===== src/rtl/aes_sbox_share_ctrl.sv =====
// Purpose: shares one LANES-byte S-box between SubBytes (A, 128b) and SubWord (B, 32b); SBOX_SHARE_PRIO_B_EN gives B fixed priority.
// Latency: the accept cycle, then 16/LANES (A) or 4/LANES (B) RUN cycles, then a one-cycle done pulse (done cycle = accept cycle + N + 1).
// Backpressure: ready only in IDLE and only to the arbitration winner; requests are never queued, data sampled on the accept edge.
module aes_sbox_share_ctrl #(
  parameter int LANES = 4
) (
  input  logic               clk,
  input  logic               rst_n,
  input  logic               a_valid,
  output logic               a_ready,
  input  logic [127:0]       a_data,
  output logic               a_done,
  output logic [127:0]       a_result,
  input  logic               b_valid,
  output logic               b_ready,
  input  logic [31:0]        b_data,
  output logic               b_done,
  output logic [31:0]        b_result,
  output logic [8*LANES-1:0] sbox_in,
  input  logic [8*LANES-1:0] sbox_out,
  output logic               busy
);

  localparam int W = 8 * LANES;
  localparam logic [3:0] A_LAST = 4'(16 / LANES - 1);
  localparam logic [3:0] B_LAST = 4'(4 / LANES - 1);

  typedef enum logic [1:0] {IDLE, RUN_A, RUN_B} state_t;

  state_t       state;
  logic [3:0]   cnt;
  logic [127:0] work_buf;
  logic [6:0]   ofs;
  logic         grant_a;
  logic         grant_b;

  // bit offset of the chunk currently in flight; chunk 0 is the least-significant bytes
  assign ofs = 7'(int'(cnt) * W);

`ifndef SBOX_SHARE_PRIO_B_EN
  // 1 = B was granted last; reset to B so that A wins the first contest
  logic last_grant_b;

  // remember who won the most recent accept for round-robin fairness
  always_ff @(posedge clk) begin
    if (!rst_n) begin
      last_grant_b <= 1'b1;
    end else if (grant_a) begin
      last_grant_b <= 1'b0;
    end else if (grant_b) begin
      last_grant_b <= 1'b1;
    end
  end
`endif

  // job-level arbitration, only meaningful while idle
  always_comb begin
    grant_a = 1'b0;
    grant_b = 1'b0;
    if (state == IDLE) begin
`ifdef SBOX_SHARE_PRIO_B_EN
      if (b_valid) begin
        grant_b = 1'b1;
      end else if (a_valid) begin
        grant_a = 1'b1;
      end
`else
      if (a_valid && b_valid) begin
        grant_a = last_grant_b;
        grant_b = !last_grant_b;
      end else begin
        grant_a = a_valid;
        grant_b = b_valid;
      end
`endif
    end
  end

  assign a_ready = grant_a;
  assign b_ready = grant_b;
  assign busy    = (state != IDLE);
  assign sbox_in = (state == IDLE) ? '0 : work_buf[ofs +: W];

  // job FSM: latch on accept, stream chunks through the S-box, pulse done on the last chunk
  always_ff @(posedge clk) begin
    if (!rst_n) begin
      state    <= IDLE;
      cnt      <= '0;
      work_buf <= '0;
      a_done   <= 1'b0;
      b_done   <= 1'b0;
      a_result <= '0;
      b_result <= '0;
    end else begin
      a_done <= 1'b0;
      b_done <= 1'b0;
      unique case (state)
        IDLE: begin
          if (grant_a) begin
            work_buf <= a_data;
            cnt      <= '0;
            state    <= RUN_A;
          end else if (grant_b) begin
            work_buf <= {96'd0, b_data};
            cnt      <= '0;
            state    <= RUN_B;
          end
        end
        RUN_A: begin
          a_result[ofs +: W] <= sbox_out;
          cnt <= cnt + 4'd1;
          if (cnt == A_LAST) begin
            state  <= IDLE;
            a_done <= 1'b1;
          end
        end
        RUN_B: begin
          b_result[ofs[4:0] +: W] <= sbox_out;
          cnt <= cnt + 4'd1;
          if (cnt == B_LAST) begin
            state  <= IDLE;
            b_done <= 1'b1;
          end
        end
        default: state <= IDLE;
      endcase
    end
  end

endmodule


===== config.mk =====
export PLATFORM = sky130hd
export DESIGN_NAME = aes_sbox_share_ctrl
export DESIGN_NICKNAME = d
export VERILOG_FILES = /design/src/rtl/aes_sbox_share_ctrl.sv
export SDC_FILE = /design/constraint.sdc
export NUM_CORES = 1
export LEC_CHECK = 0
export CAP_MARGIN = 20
export CORE_MARGIN = 2
export CORE_UTILIZATION = 45
export CTS_CLUSTER_SIZE = 20
export DETAILED_ROUTE_END_ITERATION = 8
export PLACE_DENSITY = 0.78
export SLEW_MARGIN = 25
export SYNTH_ARGS = -nofsm -noshare
export SYNTH_HDL_FRONTEND = slang
export SYNTH_SLANG_ARGS = --single-unit

===== constraint.sdc =====
create_clock -name clk -period 3.9 [get_ports clk]
set_input_delay 0.78 -clock clk [delete_from_list [all_inputs] [get_ports clk]]
set_output_delay 0.78 -clock clk [all_outputs]
set_load 0.02 [all_outputs]

-- After elaboration in Yosys (flattened, before gate mapping)
Index checks and enable logic that the tools add are counted.
- flip-flop bits (word level): 297
- word-level logic and storage cells: 52
- output and inout bits: 197
- eq/ne operators: 6
- mux-type cells: 20
- shift operators: 3
- reduce and logical (&&, ||, !) cells: 13
- $add $sub $neg: 2
- operator list (operator ; count):
    128-bit two-way mux ; 2
    128-bit bitwise mux ; 1
    32-bit by 9-bit variable shift with 128-bit output (first input constant) ; 1
    128-bit by 8-bit variable part select with 32-bit output ; 1
    32-bit by 9-bit variable part select with 128-bit output ; 1
    32-bit two-way mux ; 1
    7-bit negation with 9-bit output ; 1
    1-bit two-way mux ; 8
    2-bit two-way mux ; 4
    4-bit two-way mux ; 2
    4-bit case mux with 2 select lines ; 1
    2-bit AND reduction ; 4
    2-bit case mux with 3 select lines ; 1
    2-bit nonzero test ; 3
    4-bit by 1-bit adder with 4-bit output (second input constant) ; 1
    4-bit by 2-bit equality test with 1-bit output (second input constant) ; 1
    4-bit logical NOT ; 1
    2-bit != test (second input constant) ; 2
    3-bit != test (second input constant) ; 1
    3-bit AND reduction ; 1
    2-bit by 1-bit equality test with 1-bit output (second input constant) ; 1
    2-bit equality test (second input constant) ; 1
    2-bit logical NOT ; 1
    2-bit OR reduction ; 1
    2 further kinds ; 2

-- Longest topological paths before layout
Gate-level depths: netlist of the first run.
- word-level depth: 6
- mapped depth: 10

-- Least setup slack after synthesis of the first run
No wires, ideal clock.
- kind: input port to output port
- from: input a_valid
- to: output a_ready
- setup slack: 1.481 ns
- required time: 3.120 ns
- stages on the path: 6
- arrival time: 1.639 ns
- cells stage by stage: buf_4 and2_1 buf_2 nand2_1 buf_2 inv_1
- word-level cells in the longest chain between the ends: 3
- RTL lines (item ; RTL line ; RTL):
    from (decl) ; 9 ; input logic a_valid,
    1-bit logical AND ; 68 ; if (a_valid && b_valid) begin
    1-bit two-way mux (*) ; 68 ;
    1-bit two-way mux (*) ; 60 ; if (state == IDLE) begin
    to (decl) ; 10 ; output logic a_ready,
Mark *: on every way between the ends. The rest lies on a longest branch, timed or not.

-- Worst setup path in the final report of the first run
- from: register state[0]
- to: output sbox_in[10]
- word-level cells in the longest chain between the ends: 2
- RTL lines (item ; RTL line ; RTL):
    from (decl) ; 30 ; state_t state;
    from (signal assigned) ; 87 ; state <= IDLE;
    from (signal assigned) ; 102 ; state <= RUN_A;
    from (signal assigned) ; 106 ; state <= RUN_B;
    2-bit logical NOT ; 82 ; assign sbox_in = (state == IDLE) ? '0 : work_buf[ofs +: W];
    32-bit two-way mux ; 82 ;
    to (decl) ; 19 ; output logic [8*LANES-1:0] sbox_in,
Every way passes these cells.

==> results of run 1 <==
[layer usage]
| metal | GRT usage (%) | up-vias |
|---|---|---|
| li1 | - | 5300 |
| met4 | 11.4 | 0 |
| met3 | 8.42 | 101 |
| met5 | 0 | - |
| met2 | 48.0 | 698 |
| met1 | 36.0 | 5730 |
[power by group through the flow]
stage	clock (uW)	combinational, uW	sequential, uW
final	2990	2050	3440
after global routing	3150	2180	3460
after CTS	3030	2030	3440
after detailed placement	0	2020	3500
after global placement	0	2000	3490
after floorplan	0	1180	3520
[tightest hold or removal path: stages, from the launching register on]
cell	delay [ns]
dfxtp_1	0.31
nand2_1	0.05
a21oi_1	0.05
[worst max-delay path by stage]
stage                                      from     endpoint  slack, ns  cells after the start
after floorplan                         a_valid      a_ready       1.48                      6
after global placement                  a_valid      b_ready       0.68                      4
after detailed placement                a_valid      b_ready       0.61                      4
after CTS                 state[0]$_SDFFE_PN0P_  sbox_in[10]       0.15                      5
after global routing      state[0]$_SDFFE_PN0P_  sbox_in[13]       0.04                      5
final                     state[0]$_SDFFE_PN0P_  sbox_in[10]       0.12                      5
[cells by family (layout without fill, tap and decap cells)]
kind of cell    after synthesis  in the layout
mux                          64             64
other cells                   0              1
flops                       297            297
compound gates              303            303
buf+inv                     155            486
simple gates                426            426
fa+ha+maj                     9              9
[layout by cell type (no fill, tap or decap), drive strengths merged]
cell and count:
nand2b 3, clkbuf 44, ha 9, o22ai 2, nor4bb 1, o2111ai 1
clkinvlp 2, nor2b 3, a221oi 1, o211ai 1, nor3b 2, nand4 1
buf 32, a32o 1, and4 1, mux4 32, diode 1, nor3 34
a311oi 33, nand2 44, nor4b 1, bufinv 3, inv 8, and2 36
a21o 1, mux2i 32, and3b 1, a21oi 36, clkdlybuf4s50 392, or3b 1
o21ai 35, a32oi 192, nor2 227, and3 4, nand3 67, dfxtp 297
clkinv 5
[through the flow]
step           util, %  std cells  worst slack (ns)  hold slack, ns  cell area [um2]
2_1_floorplan        -       1254              1.48           0.448            12100
3_3_place_gp      60.4       1871             0.679           0.438            16100
3_5_place_dp      60.4       1871             0.612           0.446            16100
4_1_cts           64.3       1926             0.150           0.453            17100
5_1_grt           64.3       1927            0.0435           0.470            17100
6_report          64.3       1927             0.121           0.451            17100
[sequential cells by signal, summed over array words and instances, names as in the netlist]
| register | cells |
|---|---|
| a_result | 128 |
| work_buf | 128 |
| b_result | 32 |
| cnt | 4 |
| state | 2 |
| a_done | 1 |
| b_done | 1 |
| last_grant_b | 1 |
[cell type report]
cell class	instances	share of cell area, %
clock inverter	11	0.833
timing repair buffer	424	24.5
sequential	297	34.7
inverter	7	0.197
clock buffer	44	5.22
tap	341	2.49
multi-input combinational	802	32.0
antenna	1	0.0146
==> impl_metrics.ini, run 1 <==
[floorplan]
die_x_um = 168
dieArea_mm2 = 0.0282
row_count = 60
die_h_um = 168
core_mm2 = 0.0267
initial_core_util_pct = 45.4
ios = 393

[timing]
setup_viol = 0
min_period_ns = 3.78
setup-tns-final_ns = 0
fmax_mhz = 265
maxSlewViolCount = 0
fin_skew_ns = 0.00941
hold_viol_final = 0
tightestPinTransition_ns = 1.11
slew_headroom_pct = 26.3
rsz0062_at_grt = false
period_share_pct = 96.9

[clock_network]
post-cts-setup-buffers = 0
clkSinkCount = 297
cts_resized = 0
cts_made_buffers = 30
hold_buffers = 0
htreeDepth = 1
cts_tree = yes
clk_pin_slew_ns = 0.07
clockBufferDepth = 3
clockRootBuffer = clkbuf_16
clk_latency_ns = 0.55

[synthesis]
synth_seq_cells = 297
synth-main-ff-cell = dfxtp_1
muxShareOfSynthArea_pct = 8.60
yosysWarnings = 0
synth_seq_area_share_pct = 49.1
synth.most_common_cell = dfxtp_1
synth.area.top_cells = dfxtp_1, a32oi_1, nor2_1, mux4_2, nand3_1
synth_adder_area_share_pct = 0.930
synthCells = 1254
yosys.cell_types.count = 40
yosys-top-cells-count = dfxtp_1, nor2_1, a32oi_1, clkbuf_1, nand3_1
syn_nets = 1459
synth_top_family_by_area = compound AO/OA/AOI/OAI gates
async_reset_ff_share_pct = 0
syn_area_mm2 = 0.0121
synthSimpleGateAreaFrac_pct = 15.7
synth-edff-count = 0
synth_compound_area_share_pct = 19.7
yosysTopAreaCellShare_pct = 49.1
avgSynthCellArea_um2 = 9.66
yosysTopAreaCell = dfxtp_1
synth_xor_area_share_pct = 0

[worst_hold_path]
min_to = a_result[76]$_SDFFE_PN0P_
hold_depth = 2
holdCritStartpoint = a_result[76]$_SDFFE_PN0P_
hp-class = flip-flop to flip-flop

[setup_path]
rrSetupSlack_ns = 0.93
cpPeakStageDelay_ns = 0.79
cp_slowest_cell = inv_1
crit_required_ns = 3.12
rr_startpoint = cnt[0]$_SDFFE_PN0P_
critPathTopFamily = buffers and inverters
critical_path.cell_chain = inv_1, ha_1, inv_1, and2_1, clkdlybuf4s50_1
cp-start-kind = flip-flop
crit_path_end_kind = primary output
crit_top_cell = inv_1
timing.rr.end = a_result[75]$_SDFFE_PN0P_
cp.buffers_inverters = 3
cp_max_fo = 34
critPathKind = flip-flop to primary output
r2r_cells = 7
crit_arrival_ns = 3.00

[drt]
drc = 0
postRouteAntennaNets = 0
wl_met2_um = 19800
vias = 11829
via_per_inst = 6.14
route.detailed.wl_per_inst_um = 22.4
drtPass1Iterations = 8
dr_wl_met3_um = 4740
first_iter_violations = 1361
wirelength_um = 43200
routed.top_layer = met4
wl_met1_um = 16900

[run]
max_cap_violations = 0

[power_and_ir_drop]
switchingPower_uw = 2520
power.total_uw = 8480
p_leak_uw = 0.00592
seqPwrFrac_pct = 40.6
share_comb_of_total_power_pct = 24.2
p_sw_share_pct = 29.7
cell_internal_pwr_uw = 5970
power_density_mw_per_mm2 = 495
pwr-share-clk_pct = 35.3
vdd_drop_max_v = 0.000316

[grt]
track_usage_pct = 29.0
antenna_found_initial = 1
grt_pass1_wl_um = 65700
grt_max_degree = 101
overflow = 0
grt_pass1_vias = 11458

[placement]
gp_congestion = 0.901
dp_hpwl_um = 27600
port-buffer-count = 392

[final_layout]
fin_nets = 1767
final-seq-area_mm2 = 0.00595
drive_gt1_share_pct = 7.95
multi_input_area_mm2 = 0.00548
nFillCells = 2072
syn_to_final_growth_pct = 41.5

[outcome]
status = finished, final reports clean
(Power assumes the default switching activity.)
==> run 2, diff against run 1 <==
RECOVER_POWER = 100   (was unset)
==> run 2 against run 1 <==
Compared with the run above: the run now ends with max-capacitance violations, max-slew violations left; first-iteration DRC count up 0.44%; clock skew down 0.00091 ns; final cell count unchanged; via count about the same; power down 0.38%; non-clock buffer count unchanged; global-route usage unchanged; die area unchanged; sequential share of layout area up 0.092 points; highest routed layer unchanged.
==> impl_metrics.ini, run 2 (synthesis results as in run 1) <==
[floorplan]
die_h_um = 168
die_x_um = 168
initial_core_util_pct = 45.4
core_mm2 = 0.0267
dieArea_mm2 = 0.0282
ios = 393
row_count = 60

[drt]
drc = 0
route.detailed.wl_per_inst_um = 22.4
drtPass1Iterations = 5
postRouteAntennaNets = 0
via_per_inst = 6.14
first_iter_violations = 1367
vias = 11830
wirelength_um = 43100

[power_and_ir_drop]
p_leak_uw = 0.00644
power.total_uw = 8450
vdd_drop_max_v = 0.000314
power_density_mw_per_mm2 = 495

[placement]
dp_hpwl_um = 27600
gp_congestion = 0.901
postPlaceCellArea_mm2 = 0.0161
port-buffer-count = 392

[timing]
slew_headroom_pct = -89.5
setup_viol = 0
setup-tns-final_ns = 0
fmax_mhz = 263
min_period_ns = 3.80
rsz0062_at_grt = false
maxSlewViolCount = 200
tightestPinTransition_ns = 2.84
period_share_pct = 97.5
hold_viol_final = 0
fin_skew_ns = 0.00850

[clock_network]
cts_resized = 0
clk_latency_ns = 0.55
cts_made_buffers = 30
clockBufferDepth = 3
hold_buffers = 0
htreeDepth = 1
cts_tree = yes
clockRootBuffer = clkbuf_16
clkSinkCount = 297
post-cts-setup-buffers = 0
clk_pin_slew_ns = 0.07

[setup_path]
cp-start-kind = flip-flop
rr_startpoint = cnt[0]$_SDFFE_PN0P_
crit_arrival_ns = 3.02
rrSetupSlack_ns = 0.35
crit_required_ns = 3.12
timing.rr.end = a_result[122]$_SDFFE_PN0P_
critPathKind = flip-flop to primary output
r2r_cells = 6
cp_max_fo = 34
crit_path_end_kind = primary output

[grt]
overflow = 0
grt_max_degree = 101
grt_pass1_wl_um = 65700
antenna_found_initial = 1
grt_pass1_vias = 11458
track_usage_pct = 29.0

[worst_hold_path]
hold_depth = 2
holdCritStartpoint = a_result[76]$_SDFFE_PN0P_
hp-class = flip-flop to flip-flop
min_to = a_result[76]$_SDFFE_PN0P_

[final_layout]
nFillCells = 2080
layout_commonest_cell = dfxtp_1
syn_to_final_growth_pct = 41.1
final_cell_mix = dfxtp_1, nor2_1, clkdlybuf4s50_1
largest_registers = a_result: 128 flops, work_buf: 128 flops, b_result: 32 flops
fin_nets = 1767
design_area_mm2 = 0.0171
drive_gt1_share_pct = 7.70

[outcome]
violations = max-capacitance violations, max-slew violations
status = finished with violations

[run]
max_cap_violations = 3
-- run 2: report_power, final --
group,switching [uW],internal (uW)
combinational,1140,884
sequential,163,3280
clock,1200,1780
total,2510,5950
-- run 2: layer usage --
layer | part of all wire [%] | GRT usage, %
met1 | 39 | 36.0
met3 | 11 | 8.42
met2 | 46 | 48.0
met5 | 0 | 0
met4 | 4.2 | 11.4
-- run 2: worst max path at each step --
| stage | slack, ns | end | cells after the start | from |
|---|---|---|---|---|
| floorplan | 1.48 | a_ready | 6 | a_valid |
| global placement | 0.68 | b_ready | 4 | a_valid |
| detailed placement | 0.61 | b_ready | 4 | a_valid |
| CTS | 0.15 | sbox_in[10] | 5 | state[0]$_SDFFE_PN0P_ |
| global route | 0.02 | sbox_in[13] | 5 | state[0]$_SDFFE_PN0P_ |
| finish | 0.1 | sbox_in[10] | 5 | state[0]$_SDFFE_PN0P_ |
-- run 2: worst max-delay path, cell delays in order (launching register included) --
cell,delay [ns]
dfxtp_1,0.36
inv_1,0.08
ha_1,0.32
inv_1,0.83
and2_1,0.27
clkdlybuf4s50_1,0.62
-- run 2: through the flow --
stage          instances  hold WS [ns]  util [%]  worst slack [ns]
3_5_place_dp        1871         0.446      60.4             0.612
4_1_cts             1926         0.453      64.3             0.150
3_3_place_gp        1871         0.438      60.4             0.679
2_1_floorplan       1254         0.448         -              1.48
5_1_grt             1927         0.467      64.1            0.0221
6_report            1927         0.447      64.1            0.0977
-- run 2: final cells by class --
type / instances / area (um2) / area share [%]
sequential: 297 / 5950 / 34.8
multi-input combinational: 802 / 5470 / 32.0
timing repair buffer: 424 / 4170 / 24.4
clock buffer: 44 / 895 / 5.24
tap: 341 / 427 / 2.50
clock inverter: 11 / 143 / 0.835
inverter: 7 / 30.0 / 0.176
antenna: 1 / 2.50 / 0.0146
